File: src/rtl/serial_add_pkg.sv
// Shared types and limits for the bit-serial adder controller.
package serial_add_pkg;

    typedef enum logic [1:0] {
        IDLE = 2'd0,
        RUN  = 2'd1,
        DONE = 2'd2
    } seq_state_t;

    localparam int MAX_WIDTH = 32;

endpackage

File: src/rtl/serial_add_fa.sv
// One-bit full-adder cell, purely combinational; the serial controller time-shares it.
module fa (
    input  logic i_a,
    input  logic i_b,
    input  logic i_ci,
    output logic o_s,
    output logic o_co
);

    assign o_s  = i_a ^ i_b ^ i_ci;
    assign o_co = (i_a & i_b) | (i_ci & (i_a ^ i_b));

endmodule

File: src/rtl/serial_add_seq.sv
// Bit-serial adder: one shared full-adder cell, LSB first, one bit per clock.
// Define SERIAL_ADD_OVF_EN to build the registered signed-overflow flag.
//
// state | meaning
// IDLE  | waiting for start
// RUN   | one operand bit added per edge, carry kept in r_carry
// DONE  | result valid, done high for this one cycle
module serial_add_seq
    import serial_add_pkg::*;
#(
    parameter int WIDTH = 8
) (
    input  logic             clk,
    input  logic             rst,
    input  logic             start,
    input  logic [WIDTH-1:0] a,
    input  logic [WIDTH-1:0] b,
    input  logic             cin,
    output logic             busy,
    output logic             done,
    output logic [WIDTH-1:0] sum,
    output logic             cout,
    output logic             ovf
);

    localparam int CW = $clog2(WIDTH);
    localparam logic [CW-1:0] LAST_BIT = CW'(WIDTH - 1);

    seq_state_t       r_state;
    logic [WIDTH-1:0] r_a_sh;
    logic [WIDTH-1:0] r_b_sh;
    logic [WIDTH-2:0] r_sum_sh;
    logic             r_carry;
    logic [CW-1:0]    r_cnt;
    logic [WIDTH-1:0] r_sum;
    logic             r_cout;

    logic             w_s;
    logic             w_co;
    logic [WIDTH-1:0] w_sum_next;
    logic             w_last;

    fa u_fa (
        .i_a  (r_a_sh[0]),
        .i_b  (r_b_sh[0]),
        .i_ci (r_carry),
        .o_s  (w_s),
        .o_co (w_co)
    );

    // Only the upper WIDTH-1 partial sum bits are stored; the current cell
    // output completes the word on the final edge.
    assign w_sum_next = {w_s, r_sum_sh};
    assign w_last     = (r_cnt == LAST_BIT);

    always_ff @(posedge clk or posedge rst) begin
        if (rst) begin
            r_state  <= IDLE;
            r_a_sh   <= '0;
            r_b_sh   <= '0;
            r_sum_sh <= '0;
            r_carry  <= 1'b0;
            r_cnt    <= '0;
            r_sum    <= '0;
            r_cout   <= 1'b0;
        end else begin
            case (r_state)
                IDLE, DONE: begin
                    if (start) begin
                        r_a_sh  <= a;
                        r_b_sh  <= b;
                        r_carry <= cin;
                        r_cnt   <= '0;
                        r_state <= RUN;
                    end else begin
                        r_state <= IDLE;
                    end
                end
                RUN: begin
                    r_a_sh   <= r_a_sh >> 1;
                    r_b_sh   <= r_b_sh >> 1;
                    r_sum_sh <= w_sum_next[WIDTH-1:1];
                    r_carry  <= w_co;
                    if (w_last) begin
                        r_sum   <= w_sum_next;
                        r_cout  <= w_co;
                        r_state <= DONE;
                    end else begin
                        r_cnt <= r_cnt + CW'(1);
                    end
                end
                default: r_state <= IDLE;
            endcase
        end
    end

`ifdef SERIAL_ADD_OVF_EN
    logic r_ovf;

    // r_carry on the last RUN edge is the carry into the MSB.
    always_ff @(posedge clk or posedge rst) begin
        if (rst) begin
            r_ovf <= 1'b0;
        end else if (r_state == RUN && w_last) begin
            r_ovf <= r_carry ^ w_co;
        end
    end

    assign ovf = r_ovf;
`else
    assign ovf = 1'b0;
`endif

    assign busy = (r_state == RUN);
    assign done = (r_state == DONE);
    assign sum  = r_sum;
    assign cout = r_cout;

endmodule

File: config.mk
export PLATFORM = sky130hd
export DESIGN_NAME = serial_add_seq
export DESIGN_NICKNAME = d
export VERILOG_FILES = /design/src/rtl/serial_add_pkg.sv /design/src/rtl/serial_add_fa.sv /design/src/rtl/serial_add_seq.sv
export SDC_FILE = /design/constraint.sdc
export NUM_CORES = 1
export LEC_CHECK = 0
export CORE_MARGIN = 3
export CORE_UTILIZATION = 55
export CTS_CLUSTER_SIZE = 40
export DETAILED_ROUTE_END_ITERATION = 7
export PLACE_DENSITY = 0.81
export SLEW_MARGIN = 20
export SYNTH_ARGS = -nofsm -noshare
export SYNTH_HDL_FRONTEND = slang
export SYNTH_SLANG_ARGS = --single-unit
File: constraint.sdc
create_clock -name clk -period 3 [get_ports clk]
set_clock_uncertainty 0.2 [all_clocks]
set_input_delay 0.9 -clock clk [delete_from_list [all_inputs] [get_ports clk]]
set_output_delay 0.9 -clock clk [all_outputs]
set_load 0.1 [all_outputs]
==> reports/results.tsv <==
metric	value	unit
layout cell share with drive strength beyond 1	18.5	%
gr ovfl total	0	
top cells by area, synth	dfrtp_1 56%, mux2_2 6.0%, nand2_1 5.5%, mux2i_1 4.1%, a21oi_1 3.8%	
reg-to-reg slack, setup	1.25	ns
CTS H-Tree Depth	2	
clock transition at the registers of the reported paths	0.10	ns
core area	2850	um^2
power consumption	2.38	mW
R2R cell count	5	
Seq pwr share	37.2	%
cell taking the most area after synthesis	dfrtp_1	
Synth-to-Final Area Change	21.6	%
Crit Reg-Reg Startpoint	r_cnt[0]	
Min-Delay Endpoint	r_sum_sh[0]	
EDFF count, synth	0	
Clk network pwr share	10.8	%
first-pass GRT wire length	4970	um
HPWL after detailed placement	2190	um
vias per inst	5.47	
starting density of the core	59.6	%
synth warn	0	
vias in the first global route	1127	
worst-path fanout max	16	
Hold Path Class	reg2reg	
Power Dens Cells	1150	nW/um^2
Psw	1.12	mW
Tcrit/Tclk final	83.2	%
Synth top cells by count	38 x dfrtp_1, 25 x nand2_1, 13 x a21oi_1, 11 x inv_1, 9 x mux2_2	
n_diodes	0	
Max-Cap Viols	0	
post_cts resized	0	
Placed Cells	214	
sequential fraction of the synthesis area	56.0	%
Critical Path Sink Type	primary output	
initial antenna violation count	0	
Design Area, Final	2070	um^2
Die Width	61.6	um
outcome	complete, no violations	
Data arrival, critical path	1.40	ns
Final Core Density	72.4	%
top-count cell post-synth	dfrtp_1	
share of flip-flops with an asynchronous set or reset	100	%
Sw Ratio	47.0	%
RSZ-0062 raised after global routing	no	
hold depth	2	
CTS tree	done	
Critical Path RT	1.90	ns
die height	61.6	um
Die ar.	3790	um^2
Layout Nets	213	
clock sink total	38	
Routed wire per std cell	13.9	um
clk root buf	clkbuf_4	
Synth top area share	56.0	%
Ports	32	
Peak VDD IR	0.758	mV
number of setup buffers added after CTS	0	
final setup fails	0	
CTS buffer count	5	
IO buf count	30	
pins over their slew limit	0	
WS Path Type	reg2out	
Max Clk Rate	401	MHz
Cell Rows	19	
Post-CTS Hold Fix Bufs	0	
Internal	1.26	mW
Clock Path Buffers	2	
crit path launch type	flip-flop	
Routed WL	3050	um
final hold vios	0	
largest net degree at the start of global routing	39	
placed cell area	2010	um^2
FF-to-FF End	r_cnt[0]	
Clock Latency Late Sink	0.33	ns
post-synth cell types	26	
Post-Syn Area	1700	um^2
Post-Route Setup TNS	0	ns
Comb pwr share	52.0	%
DRC violations left	0	
Syn Inst Count	158	
Pleak	1.00	nW
DR pass1 iterations	4	
gr usage total	18.4	%
post-route setup slack	0.505	ns
Layout Cells excl Fill	220	
Fin Hold WS	0.289	ns
FF+latch count, synth	38	
antenna-violating nets left	0	
DR iter-0 viols	51	
Final min period	2.50	ns
via count	1204	
Avg Cell Area, Syn	10.8	um^2
syn_nets	181	
hold_sp	r_sum_sh[0]	
commonest register cell after synthesis	dfrtp_1	
DP Worst Slack	0.579	ns
Final GP Congestion	0.763	
power groups by stage:
stage / logic, mW / registers, mW / clock network [mW]
floorplan: 0.622 / 1.25 / 0
detailed placement: 1.25 / 0.896 / 0
global route: 1.34 / 0.916 / 0.285
finish: 1.24 / 0.884 / 0.256
global placement: 1.22 / 0.883 / 0
CTS: 1.25 / 0.886 / 0.266
critical path: stages, from the launching register on:
cell,delay [ns]
dfrtp_1,0.38
nand2b_1,0.13
buf_4,0.19
inv_4,0.16
buf_12,0.19
final cells by class:
cell class / count / area, um^2
flip-flops and latches: 38 / 951
fillers: 211 / 787
multi-input cells: 98 / 642
repair buffers: 35 / 335
clock buffers: 6 / 51.3
inverters: 12 / 47.5
well taps: 31 / 38.8
state kept, by name (all words and copies together), names as in the netlist:
name	cells
r_a_sh	8
r_state	2
sum	8
r_b_sh	8
cout	1
r_sum_sh	7
r_cnt	3
r_carry	1
layer usage:
metal | wire (um) | track usage, % | vias to the layer above
li1 | - | - | 592
met1 | 1270 | 21.7 | 568
met2 | 1540 | 30.6 | 40
met3 | 197 | 5.87 | 4
met4 | 46 | 8.18 | 0
met5 | 0 | 0 | -
worst max path at each step:
stage / endpoint / cells after the start / slack (ns) / from
floorplan: done / 2 / 0.49 / r_state[1]
global placement: r_a_sh[2] / 4 / 0.62 / start
detailed placement: r_a_sh[2] / 4 / 0.58 / start
CTS: busy / 4 / 0.49 / r_state[1]
global route: busy / 4 / 0.42 / r_state[1]
finish: busy / 4 / 0.50 / r_state[1]
kinds of logic (layout without fill, tap and decap cells):
kind of cell               count (synthesis)  count (layout)  share of synthesized area (%)
other                                      1               1                          0.221
and+or+nand+nor                           45              45                           12.7
buffers and inverters                     22              53                           6.41
adders and majority gates                  3               3                           2.65
AOI/OAI and AO/OA                         33              33                           11.9
muxes                                     16              16                           10.1
DFF                                       38              38                           56.0
cells in the final DEF (no fill, tap or decap), drive strengths merged:
cell type      netlist  routed
a211oi               5       5
a21o                 1       1
a21oi               13      13
a221o                2       2
and3b                1       1
buf                 10      16
clkbuf               0       6
clkdlybuf4s50        0      19
conb                 1       1
dfrtp               38      38
fa                   1       1
ha                   2       2
inv                 12      12
mux2                 9       9
mux2i                7       7
nand2               26      26
nand2b               2       2
nand3                6       6
nor2                 3       3
nor2b                6       6
o211ai               1       1
o21ai                3       3
o22ai                8       8
or3b                 1       1
No activity file was read; power rests on OpenSTA's default activity.
==> RTL change: new RTL, same flow settings <==
Re-encode `seq_state_t` (3 states) as one-hot, 3 bits wide.
--- a/src/rtl/serial_add_pkg.sv
+++ b/src/rtl/serial_add_pkg.sv
@@ -2,8 +2,8 @@
 package serial_add_pkg;
 
-    typedef enum logic [1:0] {
-        IDLE = 2'd0,
-        RUN  = 2'd1,
-        DONE = 2'd2
+    typedef enum logic [2:0] {
+        IDLE = 3'b001,
+        RUN  = 3'b010,
+        DONE = 3'b100
     } seq_state_t;
 
Function: no difference found for any inputs over 10 cycles, from zero or initial values and one cycle with rst high; not proved beyond that.
==> RTL change against the original RTL <==
Setup slack lost 0.27 ns; sequential cell count grew 1; hold slack lost 0.0083 ns; wire length grew 18%; sequential share of layout area shrank 1.5 points; synthesized area grew 5.7%; cell area grew 6.2%; die area grew 5.2%; total power shrank 17%.
==> RTL change: results (changes against the original RTL) <==
run status=complete, no violations; Setup WS pre-CTS=0.632 ns (+0.0535 ns); sum of net half-perimeters after detailed placement=2470 um (+13%); Max Fclk=362 MHz (-9.6%); worst supply voltage drop on vdd=0.000481 V (-37%); detailed-route vias per instance=5.42 (-0.93%); ratio of cells with drive above 1 in the final layout=19.0% (+0.51 points); wire length on met2=1860 um (+21%); Hold Path End=r_a_sh[6]$_DFFE_PP0P_; Min-Delay Startpoint=r_a_sh[7]$_DFFE_PP0P_; GR peak layer=met2; routability cong.=0.791 (+3.7%); synth cell count leaders=sky130_fd_sc_hd__dfrtp_1 (38), sky130_fd_sc_hd__nand2_1 (36), sky130_fd_sc_hd__nand3_1 (32), sky130_fd_sc_hd__o211ai_1 (15), sky130_fd_sc_hd__mux2_4 (6); Synth async-reset ratio=100% (unchanged); CP Launch Type=flop; part of the Yosys area used for sequential elements=54.4% (-1.6 points); number of clock buffers inserted by TritonCTS=5 (unchanged); post-place instance area=2110 sq um (+4.6%); met2 Track Usage GR=33.3% (+2.7 points); Worst R2R End=sum[6]$_DFFE_PP0P_; overall fraction of global-route tracks in use=20.5% (+2.1 points); CTS root buffer=sky130_fd_sc_hd__clkbuf_4; Worst Hold Depth=2 (unchanged); via count of the first global-routing pass=1,323 (+17%); insertion delay to the later sink of the worst-skew pair=0.35 ns (+0.02 ns); number of gates resized after CTS=0 (unchanged); clock transition at the registers of the reported paths=0.12 ns (+0.02 ns); net count reported at finish=227 (+6.6%); uppermost routed layer=met4; post-route met1 wirelength=1520 um (+20%); number of cells on the worst reg-to-reg path=5 (unchanged); crit path from=r_state[2]$_DFFE_PP0P_; worst min-delay path category=flop to flop; met1 capacity usage during global routing=26.5% (+4.8 points); post-CTS repair timing setup buffer count=0 (unchanged); detailed-routed wire length on met3=171 um (-13%); Iter 0 DRT Violations=51 (unchanged); Power Internal=1.20 mW (-4.3%); count of fill cells added during filler insertion=253 (+20%); share of power burned in registers=43.2% (+6.0 points); largest delay contributor family on the critical path=flip-flops; leakage power total=1.03 nW (+2.9%); total wire length=3600 um (+18%); post-synthesis cell type count=32 (+23%); Post-Synthesis Net Count=197 (+8.8%); pin count of the biggest net entering global routing=40 (+2.6%); buffer levels on the longest clock path=2 (unchanged); stage delay of the slowest cell on the critical path=0.45 ns (+0.07 ns); Worst EP arrival=1.66 ns (+0.26 ns); met3 global-route usage=5.35% (-0.52 points); first-pass iteration count of the detailed router=4 (unchanged); global-route wire length before repair=6420 um (+29%); setup slack on the worst flop-to-flop path=0.95 ns (-0.30 ns); cells taking the most area after synthesis=sky130_fd_sc_hd__dfrtp_1 (53%), sky130_fd_sc_hd__nand3_1 (8.9%), sky130_fd_sc_hd__nand2_1 (7.5%); maximum net fanout on the critical path=26 (+10); Antenna Cells=0 (unchanged); share of power burned in the clock network=18.8% (+8.0 points)
-- RTL change: cell count changes in the layout (fill, tap and decap cells not counted), moves of 4 or more --
cell	before	now
sky130_fd_sc_hd__nor2b_1	5	1
sky130_fd_sc_hd__nand3_1	6	32
sky130_fd_sc_hd__mux2_2	9	3
sky130_fd_sc_hd__inv_1	11	4
sky130_fd_sc_hd__o211ai_1	1	15
sky130_fd_sc_hd__mux2i_1	7	0
sky130_fd_sc_hd__mux2_4	0	6
sky130_fd_sc_hd__a211oi_1	5	0
sky130_fd_sc_hd__o22ai_1	8	0
sky130_fd_sc_hd__nand2_1	25	36
sky130_fd_sc_hd__a21oi_1	13	2
-- RTL change: cells by family (layout without fill, tap and decap cells) --
family                   Yosys count  in the layout  synth area share, %
AND/OR/NAND/NOR                   76             76                 19.6
flip-flops                        39             39                 54.4
XOR/XNOR                           2              2                0.975
other                              1              1                0.209
buffers and inverters             19             50                 6.06
adder cells (fa/ha/maj)            3              3                 2.51
AO/OA/AOI/OAI                     25             25                 9.40
multiplexers                       9              9                 6.89
-- RTL change: final cells by class --
cell class              instances  area (sq um)  area share, %
clock buffers                   6          51.3           2.34
clock inverters                 2          35.0           1.60
inverters                       6          28.8           1.31
multi-input cells             116           716           32.6
flip-flops and latches         39           977           44.6
well taps                      44          55.1           2.51
repair buffers                 36           330           15.1
-- RTL change: metrics by stage --
step / power, mW / hold WS, ns / util, % / instances
6_report: 1.97 / 0.281 / 71.3 / 249
5_1_grt: 2.11 / 0.303 / 71.3 / 249
4_1_cts: 1.98 / 0.284 / 71.3 / 249
3_5_place_dp: 1.61 / 0.258 / 68.5 / 241
3_3_place_gp: 1.56 / 0.259 / 68.5 / 241
2_1_floorplan: 1.39 / 0.242 / - / 174
